`src/rtl/nmr_vote_monitor.sv`:
```
// N-modular-redundancy voter with per-core error tracking, quarantine and a
// hold/rollback handshake towards the recovery logic.
module nmr_vote_monitor #(
  parameter int N_CORES    = 3,
  parameter int BUNDLE_W   = 97,
  parameter int ERR_THRESH = 4,
  parameter int CNT_W      = 16
) (
  input  logic                          clk,
  input  logic                          rst_in,
  input  logic                          en_i,
  input  logic [N_CORES*BUNDLE_W-1:0]   core_bus_i,
  input  logic                          recovery_ack_i,
  output logic [BUNDLE_W-1:0]           voted_o,
  output logic [N_CORES-1:0]            disagree_o,
  output logic [N_CORES-1:0]            core_fail_o,
  output logic                          hold_o,
  output logic                          rollback_o,
  output logic                          no_majority_o,
  output logic [CNT_W-1:0]              rollback_cnt_o,
  output logic [1:0]                    state_o
);

  typedef enum logic [1:0] {
    RUN      = 2'd0,
    HOLD     = 2'd1,
    ROLLBACK = 2'd2,
    FATAL    = 2'd3
  } st_e;

  st_e                              st_q, st_d;
  logic [CNT_W-1:0]                 rb_cnt_q, rb_cnt_d;
  logic                             rb_bump;

  logic [N_CORES-1:0][BUNDLE_W-1:0] bun;
  logic [N_CORES-1:0]               fail_q, fail_d;
  logic [N_CORES-1:0]               active;
  logic [BUNDLE_W-1:0]              tie_bits;
  logic [3:0]                       act_cnt, post_cnt;
  logic                             tie_any;

  function automatic logic [3:0] popc(input logic [N_CORES-1:0] v);
    logic [3:0] c;
    c = '0;
    for (int i = 0; i < N_CORES; i++) c = c + 4'(v[i]);
    return c;
  endfunction

  assign bun      = core_bus_i;
  assign active   = ~fail_q;
  assign act_cnt  = popc(active);
  assign post_cnt = popc(~fail_d);
  assign tie_any  = |tie_bits;

  // Column-wise majority over the active cores; 2*ones == A flags a tie.
  for (genvar b = 0; b < BUNDLE_W; b++) begin : g_bit
    logic [N_CORES-1:0] col;
    logic [3:0]         ones;
    always_comb begin
      col = '0;
      for (int k = 0; k < N_CORES; k++) col[k] = bun[k][b];
    end
    assign ones        = popc(col & active);
    assign voted_o[b]  = ({ones, 1'b0} > {1'b0, act_cnt});
    assign tie_bits[b] = ({ones, 1'b0} == {1'b0, act_cnt});
  end

  // Per-core saturating error counter and sticky quarantine bit.
  for (genvar k = 0; k < N_CORES; k++) begin : g_core
    logic [3:0] err_cnt_q, err_cnt_d;

    assign disagree_o[k] = en_i & (st_q == RUN) & active[k] & (bun[k] != voted_o);
    assign err_cnt_d     = (disagree_o[k] && err_cnt_q < 4'(ERR_THRESH)) ?
                           err_cnt_q + 4'd1 : err_cnt_q;
    assign fail_d[k]     = fail_q[k] | (err_cnt_d == 4'(ERR_THRESH));

    always_ff @(posedge clk or negedge rst_in) begin
      if (!rst_in) begin
        err_cnt_q <= '0;
        fail_q[k] <= 1'b0;
      end else begin
        err_cnt_q <= err_cnt_d;
        fail_q[k] <= fail_d[k];
      end
    end
  end

  assign core_fail_o = fail_q;

  always_ff @(posedge clk or negedge rst_in) begin
    if (!rst_in) begin
      st_q     <= RUN;
      rb_cnt_q <= '0;
    end else begin
      st_q     <= st_d;
      rb_cnt_q <= rb_cnt_d;
    end
  end

  // A tie outranks a plain disagreement; losing the 2-core quorum is fatal.
  always_comb begin
    st_d    = st_q;
    rb_bump = 1'b0;
    case (st_q)
      RUN: begin
        if (en_i) begin
          if (tie_any || act_cnt < 4'd2) begin
            st_d = FATAL;
          end else if (|disagree_o) begin
            if (post_cnt < 4'd2) begin
              st_d = FATAL;
            end else begin
              st_d    = HOLD;
              rb_bump = 1'b1;
            end
          end
        end
      end
      HOLD:     st_d = ROLLBACK;
      ROLLBACK: if (recovery_ack_i) st_d = RUN;
      default:  st_d = FATAL;
    endcase
  end

  assign rb_cnt_d = (rb_bump && rb_cnt_q != '1) ? rb_cnt_q + 1'b1 : rb_cnt_q;

  always_comb begin
    hold_o         = (st_q != RUN);
    rollback_o     = (st_q == ROLLBACK);
    no_majority_o  = (st_q == FATAL);
    rollback_cnt_o = rb_cnt_q;
    state_o        = st_q;
  end

endmodule

```
`config.mk`:
```
export PLATFORM = sky130hd
export DESIGN_NAME = nmr_vote_monitor
export DESIGN_NICKNAME = d
export VERILOG_FILES = /design/src/rtl/nmr_vote_monitor.sv
export SDC_FILE = /design/constraint.sdc
export NUM_CORES = 1
export LEC_CHECK = 0
export CAP_MARGIN = 20
export CORE_AREA = 10 10 176 178
export CTS_CLUSTER_DIAMETER = 50
export DETAILED_ROUTE_END_ITERATION = 16
export DIE_AREA = 0 0 186 188
export PLACE_DENSITY = 0.89
export REMOVE_ABC_BUFFERS = 1
export SYNTH_ARGS = -nofsm -noshare
export SYNTH_HDL_FRONTEND = slang
export SYNTH_SLANG_ARGS = --single-unit
export TNS_END_PERCENT = 5
```
`constraint.sdc`:
```
create_clock -name clk -period 9.86 [get_ports clk]
set_clock_uncertainty 0.15 [all_clocks]
set_input_delay 1.479 -clock clk [delete_from_list [all_inputs] [get_ports clk]]
set_output_delay 1.479 -clock clk [all_outputs]
set_load 0.005 [all_outputs]
```
; After elaboration in Yosys (flattened, before gate mapping)
; Index checks and enable logic that the tools add are counted.
[totals]
register_bits = 33
input_bits = 295
output_inout_bits = 124
word_cells = 555
[op_classes]
n_addsub = 202
n_lt_le_gt_ge = 102
n_eq_ne = 110
muxes = 14
bitwise = 109
reduce_logical = 10
[op_table]
columns = op, count
row1 = 4-bit by 3-bit == test with 1-bit output, 97
row2 = 4-bit by 3-bit > comparator with 1-bit output, 97
row3 = 2-bit by 1-bit adder with 3-bit output, 99
row4 = 3-bit bitwise AND, 97
row5 = 97-bit inequality test, 3
row6 = 1-bit by 1-bit adder with 2-bit output, 99
row7 = 97-bit OR reduction, 1
row8 = "16-bit by 1-bit adder with 16-bit output, second input constant", 1
row9 = "16-bit inequality test, second input constant", 1
row10 = "4-bit by 1-bit adder with 4-bit output, second input constant", 3
row11 = "4-bit by 3-bit == test with 1-bit output, second input constant", 3
row12 = "4-bit by 3-bit less-than comparator with 1-bit output, second input constant", 3
row13 = 4-bit two-way mux, 3
row14 = 2-bit two-way mux, 5
row15 = 1-bit bitwise AND, 7
row16 = "3-bit by 2-bit less-than comparator with 1-bit output, second input constant", 2
row17 = 3-bit NOT, 2
row18 = 2-bit one-hot mux with 3 select lines, 1
row19 = 1-bit two-way mux, 5
row20 = "2-bit == test, second input constant", 2
row21 = 1-bit logical AND, 4
row22 = "2-bit inequality test, second input constant", 2
row23 = "3-bit by 1-bit inequality test with 1-bit output, second input constant", 1
row24 = 1-bit OR, 3
row25 = 6 further kinds, 6

; Depth between registers and ports, before layout
[logic_depth]
word_depth = 21
depth_mapped = 26
ltp_nobuf = 23

; Least setup slack after synthesis
; Ideal clock, no wire load.
[synth_timing]
path_kind = register to register
start = register fail_q[0] (netlist: core_fail_o[0])
end = register rb_cnt_q[5] (netlist: rollback_cnt_o[5])
setup_time_ns = 0.124
t_arrival_ns = 6.831
required_ns = 9.586
setup_slack_ns = 2.755
path_stages_with_launch = 25
path_buffers = 2
synth_period_minus_slack_ns = 7.105
cell_sequence = dfrtp_1 -> inv_2 -> clkbuf_1 -> fa_1 -> inv_1 -> ha_1 -> nand2b_1 -> a21boi_0 -> xnor2_1 -> nor4_1 -> nand4_1 -> nor4_1 -> a211oi_1 -> nor2b_1 -> nor2b_1 -> mux2i_1 -> a21oi_1 -> ha_1 -> a21oi_1 -> nor2_1 -> inv_1 -> or4b_1 -> buf_2 -> or3_4 -> xnor2_2
[synth_between]
elab_cells_between_ends = 521
classes_between = add/sub: 198 / order compare: 99 / eq/ne: 103 / mux: 8 / bitwise: 106 / reduce/logical: 7
[synth_lines]
columns = item, line_no
row1 = from (decl), 36  ; logic [N_CORES-1:0] fail_q, fail_d;
row2 = "from (signal, indexed assignment)", 83  ; fail_q[k] <= fail_d[k];
row3 = 3-bit NOT (*), 50  ; assign active = ~fail_q;
row4 = 3-bit bitwise AND, 63  ; assign ones = popc(col & active);
row5 = 1-bit by 1-bit adder with 2-bit output, 45  ; for (int i = 0; i < N_CORES; i++) c = c + 4'(v[i]);
row6 = 2-bit by 1-bit adder with 3-bit output, 45
row7 = 4-bit by 3-bit > comparator with 1-bit output, 64  ; assign voted_o[b] = ({ones, 1'b0} > {1'b0, act_cnt});
row8 = 97-bit inequality test (*), 72  ; assign disagree_o[k] = en_i & (st_q == RUN) & active[k] & (bun[k] != voted_o);
row9 = 1-bit bitwise AND (*), 72
row10 = named net disagree_o[2], 15  ; output logic [N_CORES-1:0] disagree_o,
row11 = [5 not listed], n/a
row12 = 2-bit by 1-bit adder with 3-bit output, 45
row13 = 3-bit by 2-bit less-than comparator with 1-bit output, 110  ; if (post_cnt < 4'd2) begin
row14 = 1-bit two-way mux, 110
row15 = 1-bit two-way mux (*), 109  ; end else if (|disagree_o) begin
row16 = 1-bit two-way mux (*), 107  ; if (tie_any || act_cnt < 4'd2) begin
row17 = 1-bit two-way mux (*), 106  ; if (en_i) begin
row18 = 1-bit two-way mux (*), 104  ; case (st_q)
row19 = 1-bit logical AND (*), 125  ; assign rb_cnt_d = (rb_bump && rb_cnt_q != '1) ? rb_cnt_q + 1'b1 : rb_cnt_q;
row20 = to (signal assigned), 96  ; rb_cnt_q <= rb_cnt_d;
row21 = to (decl), 32  ; logic [CNT_W-1:0] rb_cnt_q, rb_cnt_d;
; Mark *: on every way through the listed nets, which the timed path passes. The rest lies on a longest branch.
; A chain may end at the register's enable or synchronous reset.

; Worst setup path after layout
[layout_timing]
start = input port core_bus_i[15]
end = register rb_cnt_q[5] (netlist: rollback_cnt_o[5])
[layout_between]
elab_chain_cells = 20
elab_cells_between_ends = 36
classes_between = add/sub: 4 / order compare: 2 / eq/ne: 7 / mux: 8 / bitwise: 8 / reduce/logical: 7
[layout_lines]
columns = item, line_no
row1 = from (decl), 12  ; input logic [N_CORES*BUNDLE_W-1:0] core_bus_i,
row2 = 3-bit bitwise AND, 63
row3 = 1-bit by 1-bit adder with 2-bit output, 45
row4 = 2-bit by 1-bit adder with 3-bit output, 45
row5 = 4-bit by 3-bit > comparator with 1-bit output, 64
row6 = 97-bit inequality test, 72
row7 = 1-bit bitwise AND, 72
row8 = 1-bit logical AND, 73  ; assign err_cnt_d = (disagree_o[k] && err_cnt_q < 4'(ERR_THRESH)) ?
row9 = 4-bit two-way mux, 73
row10 = [4 not listed], n/a
row11 = 2-bit by 1-bit adder with 3-bit output, 45
row12 = 3-bit by 2-bit less-than comparator with 1-bit output, 110
row13 = 1-bit two-way mux, 110
row14 = 1-bit two-way mux, 109
row15 = 1-bit two-way mux (*), 107
row16 = 1-bit two-way mux (*), 106
row17 = 1-bit two-way mux (*), 104
row18 = 1-bit logical AND (*), 125
; Mark *: on every way between the ends. The rest lies on a longest branch, timed or not.

==> implementation parameters <==
Parameter                              Value

Yosys
  Most used flip-flop cell after synthesis ... sky130_fd_sc_hd__dfrtp_1
  Xor/xnor share of the synthesized area ... 15.6%
  Number of synthesis warnings ... 0
  Complex-gate fraction of the synthesized area ... 17.2%
  Total of flip-flops plus latches after synthesis ... 33
  Synthesized-area fraction occupied by and/or/nand/nor cells ... 27.2%
  Post-synthesis adder-cell area fraction ... 24.8%
  Cells after synthesis ... 1785
  Proportion of synthesized area in mux cells ... 0.245%
  Main combinational cell family by area after synthesis ... simple AND/OR/NAND/NOR gates
  Fraction of registers with async set or reset after synthesis ... 100%
  Syn_area_per_cell ... 7.44 sq um
  Synth cell types ... 60
  Post-synth EDFFs ... 0
  Sequential fraction of the synthesis area ... 6.22%
  Post-Syn Area ... 13300 sq um

Global routing
  Vias in the first global route ... 15606
  Number of antenna violations at the first check in global routing ... 22
  Total routing resource utilization after global routing ... 35.0%
  Total grt overflow ... 0
  Wire length of the first global-routing pass ... 94000 um
  Maximum number of pins on one net before global-route repair ... 64

Floorplanning
  Placeable Area ... 27500 sq um
  FP Rows ... 61
  Die area ... 35000 sq um
  Number of top-level pins ... 419
  Die Y ... 188 um
  Starting utilization of the core area ... 48.3%
  Floorplan die width ... 186 um

Clocking
  TritonCTS clock tree ... done
  Clock latency on the worst-skew pair ... 0.28 ns
  Number of buffers inserted to repair setup after CTS ... 0
  Largest buffer count on any clock path ... 2
  Clock sinks ... 33
  Total CTS buffers ... 5
  CTS H-tree lvls ... 2
  Hold-fix buffers, CTS ... 0
  Total of cells resized after clock tree synthesis ... 0
  Clk root buf ... sky130_fd_sc_hd__clkbuf_16
  Clock transition at the register clock pins on the worst setup and hold paths after CTS ... 0.05 ns

Routing
  DR DRC count ... 0
  Initial detailed-routing violation count ... 1659
  Via density per instance ... 6.06
  Detailed-route wire length per cell ... 25.1 um
  Total number of vias ... 15377
  Pre-Repair DR Iteration Count ... 6
  Routed Antenna Nets ... 0
  Total routed wirelength ... 63800 um

Hold path
  Path type of the worst min-delay path ... flip-flop to flip-flop
  Min-delay src ... g_core[2].err_cnt_q[3]$_DFF_PN0_

Timing
  FMAX ... 127 MHz
  Relative slew slack ... 32.2%
  Number of failing hold endpoints at the final stage ... 0
  Min Clock Period, post-route ... 7.89 ns
  Number of setup violations in the final report ... 0
  Slew of the pin with the lowest slew margin ... 1.02 ns
  Slew Viols, Final ... 0
  Final cycle utilization of the critical path ... 80.0%
  Unrepaired setup endpoints after global routing ... false
  Setup TNS Final ... 0 ns

Critical path
  Data arrival time of the critical path ... 7.90 ns
  Kind of launch point of the worst setup path ... input pin
  Critical Path RT ... 9.87 ns
  Startpoint of the most critical register-to-register path ... core_fail_o[1]$_DFF_PN0_
  Start-to-end type of the worst setup path ... input pin to flip-flop
  Worst setup path startpoint ... core_bus_i[15]
  Peak fanout along the critical path ... 8
  Endpoint type of the worst setup path ... flip-flop

Placed design
  Detailed placer's ending HPWL ... 53600 um
  RePlAce Congestion ... 1.05
  I/O Buffers ... 418

Finish
  Multi-input gate area ... 11300 sq um
  Commonest cells after routing, fill and taps aside ... sky130_fd_sc_hd__clkdlybuf4s50_1, sky130_fd_sc_hd__nand2_1, sky130_fd_sc_hd__inv_1
  Count of filler cells inserted in the layout ... 2365
  Share of post-route cells with drive strength above 1 ... 1.70%
  Post-Route Utilization ... 65.4%
  Leading cell type in the layout, fill and taps excluded ... sky130_fd_sc_hd__clkdlybuf4s50_1
  Post-layout net count ... 2672
  Area growth from synthesis to final layout ... 35.4%
  Sequential standard cell area ... 826 sq um

Pwr
  Leak pwr ... 0.00767 uW
  Power dissipated by switching net loads ... 331 uW
  Pwr per Cell Area ... 46.6 nW/um^2
  Peak supply drop ... 0.0600 mV
  Share of power burned in combinational logic ... 65.3%
  Sequential Power Share ... 16.2%
  Fraction of power spent switching nets ... 39.5%
  Internal power consumption ... 507 uW
  Clock network power share ... 18.5%

Flow run
  Number of max-cap violations ... 0

Status
  Result of the run ... finished, final reports clean
-- layout make-up --
type                       instances  area share, %
antenna                           17          0.237
clock buffer                       7          0.794
inverter                         251           5.25
multi-input combinational       1452           62.9
sequential                        33           4.59
tap                              346           2.41
timing repair buffer             430           23.8
-- logic make-up (layout without fill, tap and decap cells) --
kind of cell | Yosys count | in the layout
DFF | 33 | 33
xor gates and xnor gates | 236 | 236
muxes | 3 | 3
AOI/OAI and AO/OA | 316 | 316
adders and majority gates | 204 | 204
other | 0 | 17
buffers and inverters | 300 | 688
and+or+nand+nor | 693 | 693
-- worst max-delay path: stages --
cell	delay, ns
sky130_fd_sc_hd__clkdlybuf4s50_1	0.51
sky130_fd_sc_hd__nand2_1	0.10
sky130_fd_sc_hd__fa_1	0.56
sky130_fd_sc_hd__inv_1	0.04
sky130_fd_sc_hd__ha_1	0.30
sky130_fd_sc_hd__nand2b_1	0.08
sky130_fd_sc_hd__a21boi_0	0.51
sky130_fd_sc_hd__xnor2_1	0.23
sky130_fd_sc_hd__nor4_1	0.90
sky130_fd_sc_hd__nand4_1	0.25
sky130_fd_sc_hd__nor3_1	0.26
sky130_fd_sc_hd__a211oi_1	0.16
sky130_fd_sc_hd__nor2b_1	0.20
sky130_fd_sc_hd__nor2b_1	0.17
sky130_fd_sc_hd__mux2i_1	0.27
sky130_fd_sc_hd__a21oi_1	0.14
sky130_fd_sc_hd__ha_1	0.30
sky130_fd_sc_hd__a21oi_1	0.07
sky130_fd_sc_hd__nor2_1	0.11
sky130_fd_sc_hd__inv_1	0.09
sky130_fd_sc_hd__or4b_1	0.64
sky130_fd_sc_hd__or3_4	0.39
sky130_fd_sc_hd__xnor2_2	0.13
-- power by group through the flow --
stage / Combinational (uW) / Clock (uW) / Sequential [uW]
2_1_floorplan: 229 / 0 / 138
3_3_place_gp: 523 / 0 / 138
3_5_place_dp: 530 / 0 / 138
4_1_cts: 534 / 155 / 136
5_1_grt: 576 / 160 / 135
6_report: 547 / 155 / 136
-- state kept, by name, indices dropped and copies added (netlist names) --
name,flops
core_fail_o,3
g_core.err_cnt_q,12
state_o,2
rollback_cnt_o,16
-- layer usage --
| metal | global-route usage, % | part of all wire [%] | vias up |
|---|---|---|---|
| met3 | 10.1 | 12 | 206 |
| met5 | 0 | 0.089 | - |
| met1 | 41.5 | 36 | 7346 |
| met2 | 55.6 | 46 | 1019 |
| met4 | 19.1 | 5.7 | 10 |
| li1 | - | - | 6796 |
-- synth_stat cells (all sizes together), types with 3 or more instances --
cell | n | area [sq um]
inv | 251 | 942
nor2 | 9 | 33.8
xor2 | 19 | 166
a22o | 13 | 114
nand3b | 26 | 195
fa | 98 | 1960
a21boi | 55 | 424
nor3 | 11 | 55.1
ha | 106 | 1330
a211oi | 44 | 330
buf | 12 | 72.6
nor4 | 63 | 400
nand2 | 303 | 1140
nor2b | 5 | 31.3
xnor2 | 217 | 1910
o21ai | 5 | 25.0
and2 | 4 | 25.0
nand3 | 9 | 45.0
and4 | 3 | 26.3
a21oi | 75 | 375
clkbuf | 37 | 139
and3 | 32 | 200
o211a | 41 | 410
o22ai | 35 | 219
nand2b | 191 | 1190
dfrtp | 33 | 826
a221oi | 13 | 114
nand4 | 25 | 163
a22oi | 24 | 180
-- final timing paths --
kind,slack [ns],to,cells past startpoint
worst max-delay path,1.97,rollback_cnt_o[5]$_DFFE_PN0P_,23
worst min-delay path,0.27,g_core[2].err_cnt_q[3]$_DFF_PN0_,0
worst max register to register,1.98,rollback_cnt_o[5]$_DFFE_PN0P_,23
worst min register to register,0.27,g_core[2].err_cnt_q[3]$_DFF_PN0_,0
max in group asynchronous,7.79,g_core[2].err_cnt_q[3]$_DFF_PN0_,2
min in group asynchronous,1.45,rollback_cnt_o[10]$_DFFE_PN0P_,2
-- metrics by stage --
| stage | hold slack, ns | instance area [sq um] | total power [uW] | instances | setup WS [ns] |
|---|---|---|---|---|---|
| after CTS | 0.264 | 17900 | 825 | 2519 | 2.18 |
| after floorplan | 0.225 | 13100 | 367 | 1736 | 2.38 |
| after global placement | 0.240 | 17800 | 661 | 2512 | 2.00 |
| after detailed placement | 0.253 | 17800 | 668 | 2512 | 1.89 |
| after global routing | 0.295 | 18000 | 872 | 2536 | 1.69 |
| final | 0.268 | 18000 | 838 | 2536 | 1.97 |
(Power assumes the default switching activity.)
